$ cat src/rtl/ps_noc_gw.sv
// rtl/ps_noc_gw.sv - NoC byte-stream gateway to the permutation engine
// Optional trailing XOR checksum byte on responses when PS_NOC_GW_CSUM_EN is defined.
module ps_noc_gw #(
  parameter int              DW     = 8,
  parameter int              LW     = 64,
  parameter int              NLANES = 25,
  parameter int              FDEPTH = 32,
  parameter logic [DW-1:0]   REQ_OP = 8'h01,
  parameter logic [DW-1:0]   RSP_OP = 8'h02
) (
  input  logic          clk,
  input  logic          reset,
  input  logic          noc_to_dev_ctl,
  input  logic [DW-1:0] noc_to_dev_data,
  output logic          noc_from_dev_ctl,
  output logic [DW-1:0] noc_from_dev_data,
  output logic          pushin,
  output logic          firstin,
  input  logic          stopin,
  output logic [LW-1:0] din,
  input  logic          pushout,
  input  logic          firstout,
  output logic          stopout,
  input  logic [LW-1:0] dout,
  output logic          proto_err
);
  localparam int BPL = LW / DW;
  localparam int AW  = (FDEPTH > 1) ? $clog2(FDEPTH) : 1;
  localparam int CW  = $clog2(FDEPTH + 1);
  localparam int BW  = (BPL > 1) ? $clog2(BPL) : 1;
  localparam int LCW = $clog2(NLANES + 1);
  localparam logic [CW-1:0]  DEPTH_C = CW'(FDEPTH);
  localparam logic [CW-1:0]  NL_C    = CW'(NLANES);
  localparam logic [BW-1:0]  BLAST   = BW'(BPL - 1);
  localparam logic [LCW-1:0] LLAST   = LCW'(NLANES - 1);

  function automatic logic [AW-1:0] inc(input logic [AW-1:0] p);
    return (p == AW'(FDEPTH - 1)) ? '0 : p + 1'b1;
  endfunction

  typedef enum logic [1:0] {R_IDLE, R_PAY, R_SKIP} rstate_t;
  rstate_t rstate, rstate_d;

  logic [LW-1:0]  imem [FDEPTH];
  logic [LW-1:0]  lane_sr, lane_nx;
  logic [BW-1:0]  rb;
  logic [LCW-1:0] rl, rd_lane;
  logic [AW-1:0]  wr_ptr, commit_ptr, rd_ptr;
  logic [CW-1:0]  in_used, in_avail, occ;
  logic           commit_pend, abort, hdr_ok, rej, byte_in, lane_wr, load;

  assign lane_nx = (lane_sr >> DW) | (LW'(noc_to_dev_data) << (LW - DW));
  assign load    = (in_avail != '0) && (!pushin || !stopin);

  always_comb begin
    rstate_d = rstate;
    abort    = 1'b0;
    hdr_ok   = 1'b0;
    rej      = 1'b0;
    byte_in  = 1'b0;
    lane_wr  = 1'b0;
    occ      = in_used;
    if (noc_to_dev_ctl) begin
      abort = (rstate == R_PAY);
      // an aborted packet's partial lanes do not count against free space
      occ   = abort ? in_avail : in_used;
      if (noc_to_dev_data == REQ_OP && (DEPTH_C - occ) >= NL_C) begin
        rstate_d = R_PAY;
        hdr_ok   = 1'b1;
      end else begin
        rstate_d = R_SKIP;
        rej      = (noc_to_dev_data == REQ_OP);
      end
    end else if (rstate == R_PAY) begin
      byte_in = 1'b1;
      lane_wr = (rb == BLAST);
      if (lane_wr && rl == LLAST) rstate_d = R_IDLE;
    end
  end

  always_ff @(posedge clk or negedge reset) begin
    if (!reset) begin
      rstate      <= R_IDLE;
      lane_sr     <= '0;
      rb          <= '0;
      rl          <= '0;
      wr_ptr      <= '0;
      commit_ptr  <= '0;
      rd_ptr      <= '0;
      rd_lane     <= '0;
      in_used     <= '0;
      in_avail    <= '0;
      commit_pend <= 1'b0;
      proto_err   <= 1'b0;
      pushin      <= 1'b0;
      firstin     <= 1'b0;
      din         <= '0;
    end else begin
      rstate      <= rstate_d;
      proto_err   <= abort | rej;
      commit_pend <= lane_wr && (rl == LLAST);
      if (hdr_ok) begin
        rb <= '0;
        rl <= '0;
      end else if (byte_in) begin
        lane_sr <= lane_nx;
        rb      <= lane_wr ? '0 : rb + 1'b1;
        if (lane_wr) rl <= rl + 1'b1;
      end
      if (abort)        wr_ptr <= commit_ptr;
      else if (lane_wr) wr_ptr <= inc(wr_ptr);
      if (commit_pend)  commit_ptr <= wr_ptr;
      in_avail <= in_avail + (commit_pend ? NL_C : '0) - CW'(load);
      in_used  <= (abort ? in_avail : in_used + CW'(lane_wr)) - CW'(load);
      if (load) begin
        din     <= imem[rd_ptr];
        firstin <= (rd_lane == '0);
        pushin  <= 1'b1;
        rd_ptr  <= inc(rd_ptr);
        rd_lane <= (rd_lane == LLAST) ? '0 : rd_lane + 1'b1;
      end else if (!stopin) begin
        pushin  <= 1'b0;
        firstin <= 1'b0;
      end
    end
  end

  logic [LW-1:0]     omem [FDEPTH];
  logic [FDEPTH-1:0] otag;
  logic [AW-1:0]     o_wr, o_rd;
  logic [CW-1:0]     o_cnt, o_cnt_nx;
  logic [LCW-1:0]    cap_cnt, cap_base;
  logic              push, pop;

  assign push     = pushout && (o_cnt != DEPTH_C);
  assign cap_base = firstout ? '0 : cap_cnt;
  assign o_cnt_nx = o_cnt + CW'(push) - CW'(pop);

  always_ff @(posedge clk) begin
    if (lane_wr) imem[wr_ptr] <= lane_nx;
    if (push) begin
      omem[o_wr] <= dout;
      otag[o_wr] <= (cap_base == '0);
    end
  end

`ifdef PS_NOC_GW_CSUM_EN
  typedef enum logic [1:0] {T_IDLE, T_HDR, T_PAY, T_CSUM} tstate_t;
  logic [DW-1:0] csum;
`else
  typedef enum logic [1:0] {T_IDLE, T_HDR, T_PAY} tstate_t;
`endif
  tstate_t        tstate, tstate_d;
  logic [BW-1:0]  tb, tb_d;
  logic [LCW-1:0] tl, tl_d;
  logic           ctl_d;
  logic [DW-1:0]  data_d;
  logic [LW-1:0]  head;

  assign head = omem[o_rd];

  always_comb begin
    tstate_d = tstate;
    tb_d     = tb;
    tl_d     = tl;
    ctl_d    = 1'b0;
    data_d   = '0;
    pop      = 1'b0;
    case (tstate)
      T_IDLE: if (o_cnt != '0) begin
        if (otag[o_rd]) begin
          tstate_d = T_HDR;
          ctl_d    = 1'b1;
          data_d   = RSP_OP;
          tb_d     = '0;
          tl_d     = '0;
        end else begin
          pop = 1'b1;  // stray lane with no packet start: drop it
        end
      end
      T_HDR, T_PAY: begin
        tstate_d = T_PAY;
        if (o_cnt != '0) begin
          data_d = DW'(head >> (DW * int'(tb)));
          tb_d   = tb + 1'b1;
          if (tb == BLAST) begin
            pop  = 1'b1;
            tb_d = '0;
            tl_d = tl + 1'b1;
            if (tl == LLAST) begin
`ifdef PS_NOC_GW_CSUM_EN
              tstate_d = T_CSUM;
`else
              tstate_d = T_IDLE;
`endif
            end
          end
        end
      end
`ifdef PS_NOC_GW_CSUM_EN
      T_CSUM: begin
        data_d   = csum;
        tstate_d = T_IDLE;
      end
`endif
      default: tstate_d = T_IDLE;
    endcase
  end

  always_ff @(posedge clk or negedge reset) begin
    if (!reset) begin
      tstate            <= T_IDLE;
      tb                <= '0;
      tl                <= '0;
      noc_from_dev_ctl  <= 1'b0;
      noc_from_dev_data <= '0;
      o_wr              <= '0;
      o_rd              <= '0;
      o_cnt             <= '0;
      cap_cnt           <= '0;
      stopout           <= 1'b0;
`ifdef PS_NOC_GW_CSUM_EN
      csum              <= '0;
`endif
    end else begin
      tstate            <= tstate_d;
      tb                <= tb_d;
      tl                <= tl_d;
      noc_from_dev_ctl  <= ctl_d;
      noc_from_dev_data <= data_d;
      o_cnt             <= o_cnt_nx;
      stopout           <= (DEPTH_C - o_cnt_nx) <= CW'(2);
      if (push) begin
        o_wr    <= inc(o_wr);
        cap_cnt <= (cap_base == LLAST) ? '0 : cap_base + 1'b1;
      end
      if (pop) o_rd <= inc(o_rd);
`ifdef PS_NOC_GW_CSUM_EN
      // stall cycles carry data_d=0 and leave the checksum unchanged
      if (ctl_d) csum <= '0;
      else if (tstate == T_HDR || tstate == T_PAY) csum <= csum ^ data_d;
`endif
    end
  end
endmodule

$ cat config.mk
export PLATFORM = sky130hd
export DESIGN_NAME = ps_noc_gw
export DESIGN_NICKNAME = d
export VERILOG_FILES = /design/src/rtl/ps_noc_gw.sv
export SDC_FILE = /design/constraint.sdc
export NUM_CORES = 2
export LEC_CHECK = 0
export BUFFER_PORTS_ARGS = -buffer_cell sky130_fd_sc_hd__buf_2
export CAP_MARGIN = 0
export CORE_ASPECT_RATIO = 1.1
export CORE_MARGIN = 1
export CORE_UTILIZATION = 45
export DETAILED_ROUTE_END_ITERATION = 6
export GPL_TIMING_DRIVEN = 0
export PLACE_DENSITY = 0.62
export SLEW_MARGIN = 0
export SYNTH_ARGS = -nofsm -noshare
export SYNTH_HDL_FRONTEND = slang
export SYNTH_SLANG_ARGS = --single-unit
$ cat constraint.sdc
create_clock -name clk -period 14.2 [get_ports clk]
set_clock_uncertainty 0.2 [all_clocks]
set_input_delay 0.71 -clock clk [delete_from_list [all_inputs] [get_ports clk]]
set_output_delay 0.71 -clock clk [all_outputs]
set_load 0.1 [all_outputs]
==> flow_results.xml <==
<?xml version="1.0" encoding="UTF-8"?>
<metrics>
  <group name="status">
    <metric name="outcome" unit="">finished with violations</metric>
    <metric name="failed_checks" unit="">capacitance limit, slew limit</metric>
  </group>
  <group name="hold_path">
    <metric name="timing.hold.worst.start" unit="">dout[40]</metric>
    <metric name="hold_path_class" unit="">in2reg</metric>
  </group>
  <group name="timing">
    <metric name="setup_violations" unit="">0</metric>
    <metric name="fmax" unit="MHz">178</metric>
    <metric name="final_period_demand_of_the_worst_path" unit="ps">5620</metric>
    <metric name="setup_total_negative_slack" unit="ps">0</metric>
    <metric name="final-max-slew-violation-count" unit="">33</metric>
    <metric name="timing.slew.headroom" unit="%">-3.70</metric>
    <metric name="fin_ws" unit="ps">8580</metric>
    <metric name="grt_setup_unrepaired" unit="">no</metric>
    <metric name="finalCritPeriodShare" unit="%">39.5</metric>
    <metric name="tightest_slew" unit="ps">1560</metric>
    <metric name="hold_violations" unit="">0</metric>
  </group>
  <group name="drt">
    <metric name="route.detailed.drc" unit="">0</metric>
    <metric name="postRouteWirelength" unit="um">477000</metric>
    <metric name="dr.first_iter.drc_count" unit="">11300</metric>
    <metric name="routedWlPerCell" unit="um">35.9</metric>
    <metric name="route.vias.total" unit="">82900</metric>
    <metric name="antenna_violating_nets_post_route" unit="">0</metric>
    <metric name="drt_pass1_iterations" unit="">6</metric>
    <metric name="routed_via_density" unit="">6.23</metric>
  </group>
  <group name="global_route">
    <metric name="grt_usage" unit="%">25.5</metric>
    <metric name="largest_net_degree_at_the_start_of_global_routing" unit="">78</metric>
    <metric name="grt_pass1_wl" unit="um">658000</metric>
    <metric name="via_count_of_the_first_global_routing_pass" unit="">83000</metric>
    <metric name="grt-ovfl-total" unit="">0</metric>
    <metric name="antenna_violations_before_repair" unit="">41</metric>
  </group>
  <group name="synth">
    <metric name="synth_sequential_area_ratio" unit="%">77.8</metric>
    <metric name="synth_cell_type_count" unit="">76</metric>
    <metric name="dominantRegCellSynth" unit="">sky130_fd_sc_hd__edfxtp_1</metric>
    <metric name="syn_area_per_cell" unit="um2">23.0</metric>
    <metric name="yosysWarningCount" unit="">0</metric>
    <metric name="synth-seq-cells" unit="">4335</metric>
    <metric name="synthArstFlopShare" unit="%">4.78</metric>
    <metric name="synthCells" unit="">7222</metric>
    <metric name="synth_nets" unit="">7353</metric>
    <metric name="post_synth_instance_area" unit="um2">166000</metric>
    <metric name="synth_enable_flop_cells" unit="">4128</metric>
  </group>
  <group name="critical_path">
    <metric name="crit_path_top_delay_cell" unit="">sky130_fd_sc_hd__clkbuf_1</metric>
    <metric name="rrSetupSlack" unit="ps">8580</metric>
    <metric name="crit_startpoint" unit="">rd_ptr[0]</metric>
    <metric name="setup.worst_path.end_class" unit="">flop</metric>
    <metric name="cp.arrival" unit="ps">6240</metric>
    <metric name="path_max_fanout" unit="">10</metric>
    <metric name="worst_setup_path_start_kind" unit="">flop</metric>
    <metric name="critPathRequiredTime" unit="ps">14820</metric>
    <metric name="crit_path_cell_trace" unit="">clkbuf_1, clkbuf_1, buf_1, mux4_2, mux4_2, mux2i_1, o21ai_0</metric>
    <metric name="crit_family" unit="">buffers and inverters</metric>
    <metric name="critPathMaxStageDelay" unit="ps">1120</metric>
    <metric name="regToRegStartpoint" unit="">rd_ptr[0]</metric>
    <metric name="cp.buffers_inverters" unit="">3</metric>
    <metric name="criticalPathCategory" unit="">reg2reg</metric>
  </group>
  <group name="final_layout">
    <metric name="final_layout_size_suffix_gt1_share" unit="%">29.2</metric>
    <metric name="fin_nets" unit="">8231</metric>
    <metric name="fillerInstances" unit="">28000</metric>
    <metric name="mostFrequentLayoutCell" unit="">sky130_fd_sc_hd__edfxtp_1</metric>
    <metric name="syn_to_final_growth" unit="%">16.1</metric>
    <metric name="fin_util" unit="%">52.6</metric>
    <metric name="mostFrequentLayoutCells" unit="">sky130_fd_sc_hd__edfxtp_1, sky130_fd_sc_hd__mux4_2, sky130_fd_sc_hd__clkbuf_16</metric>
  </group>
  <group name="clock_tree">
    <metric name="cts.sink_count" unit="">4335</metric>
    <metric name="clock_tree_from_tritoncts" unit="">built</metric>
    <metric name="post_cts_resized" unit="">0</metric>
    <metric name="ctsLongestPathBuffers" unit="">4</metric>
    <metric name="cts_setup_buffers" unit="">0</metric>
    <metric name="cts.root.buffer_cell" unit="">sky130_fd_sc_hd__clkbuf_16</metric>
    <metric name="clk_latency" unit="ps">980</metric>
    <metric name="htree_num_levels" unit="">5</metric>
    <metric name="cts_hold_buffers" unit="">35</metric>
    <metric name="clk_pin_slew_worst_paths" unit="ps">60</metric>
    <metric name="cts-buffers-inserted" unit="">435</metric>
  </group>
  <group name="power">
    <metric name="p_sw_share" unit="%">30.6</metric>
    <metric name="power.combinational.fraction" unit="%">25.1</metric>
    <metric name="static-leakage-power" unit="nW">63.5</metric>
    <metric name="ir_drop" unit="uV">128</metric>
    <metric name="power_density" unit="nW/um2">178</metric>
    <metric name="clkPwrFrac" unit="%">32.7</metric>
    <metric name="internal-power" unit="W">0.0239</metric>
    <metric name="p_sw" unit="W">0.0105</metric>
    <metric name="power.share.sequential" unit="%">42.2</metric>
  </group>
  <group name="floorplan">
    <metric name="rows" unit="">233</metric>
    <metric name="initial_core_util" unit="%">45.3</metric>
    <metric name="dieWidth" unit="um">581</metric>
    <metric name="core_area" unit="um2">367000</metric>
    <metric name="floorplan.die_area" unit="um2">371000</metric>
    <metric name="ioPinCount" unit="">155</metric>
    <metric name="die-height" unit="um">639</metric>
  </group>
  <group name="placement">
    <metric name="numPortBuffers" unit="">153</metric>
    <metric name="dpl_worst_slack" unit="ps">8620</metric>
    <metric name="dp_hpwl" unit="um">312000</metric>
    <metric name="globalplace.congestion" unit="">0.883</metric>
  </group>
  <group name="flow_run">
    <metric name="max_cap_violations" unit="">3</metric>
  </group>
</metrics>
==> flip-flops by register name, summed over array words and instances (netlist names), 6 cells and up <==
name               cells
din                   64
imem                2048
in_avail               6
in_used                6
lane_sr               56
noc_from_dev_data      8
o_cnt                  6
omem                2048
otag                  32
==> Yosys cell counts, drive strengths merged (22+ instances only) <==
cell type,count,area [um2]
edfxtp,4128,124000
mux4,1196,26900
nand2,348,1310
dfrtp,207,5180
clkbuf,197,739
buf,183,1090
mux2i,148,1490
nor2,126,473
o21ai,124,621
inv,52,195
ha,51,638
a21oi,40,200
nand3,40,200
mux2,36,405
a22oi,34,255
a211oi,22,165
nor2b,22,138
==> area by class of cell <==
type / count / area (um2) / share of cell area, %
Timing Repair Buffer: 441 / 6280 / 3.26
Multi-Input combinational cell: 2453 / 35400 / 18.3
Buffer: 380 / 1850 / 0.958
Tap cell: 4817 / 6030 / 3.13
Sequential cell: 4335 / 129000 / 67.0
Clock inverter: 232 / 2150 / 1.11
Antenna cell: 14 / 35.0 / 0.0182
Inverter: 54 / 203 / 0.105
Clock buffer: 575 / 11800 / 6.10
==> stage by stage <==
stage               std cells  power [W]  hold slack, ps  area, um2
floorplan                7222     0.0198             214     166000
global placement        12200     0.0231             257     173000
detailed placement      12400     0.0233             265     178000
CTS                     13300     0.0345           0.725     193000
global route            13300     0.0352            39.7     193000
finish                  13300     0.0344            63.7     193000
==> power by group through the flow <==
stage / clock [W] / sequential, W / combinational [W]
floorplan: 0 / 0.0150 / 0.00484
global placement: 0 / 0.0148 / 0.00831
detailed placement: 0 / 0.0148 / 0.00856
CTS: 0.0114 / 0.0145 / 0.00860
global route: 0.0118 / 0.0145 / 0.00886
finish: 0.0113 / 0.0145 / 0.00862
==> routing by layer <==
layer  up-vias  track usage [%]  share of wire (%)
met5         -                0              0.029
met4        20             10.6                4.8
met3      1033             4.59                8.6
met2      4564             43.0                 50
met1     44900             32.8                 37
li1      32400                -                  -
==> path summary, 6_finish.rpt <==
check	to	cells after the start
min in group asynchronous	din[62]	2
worst min register to register	din[61]	2
worst min-delay path	omem[5][40]	1
max in group asynchronous	din[26]	4
worst max-delay path	din[25]	7
worst max register to register	din[25]	7
==> cell families (layout without fill, tap and decap cells) <==
family	count (synthesis)	count (layout)	share of synthesized area [%]
compound gates	356	356	1.42
other cells	0	14	0
fa+ha+maj	53	53	0.408
simple gates	641	641	1.70
buf+inv	434	1682	1.22
mux	1380	1380	17.4
xor+xnor	23	23	0.130
flops	4335	4335	77.8
Note: power is estimated with default switching activity, not from simulation.
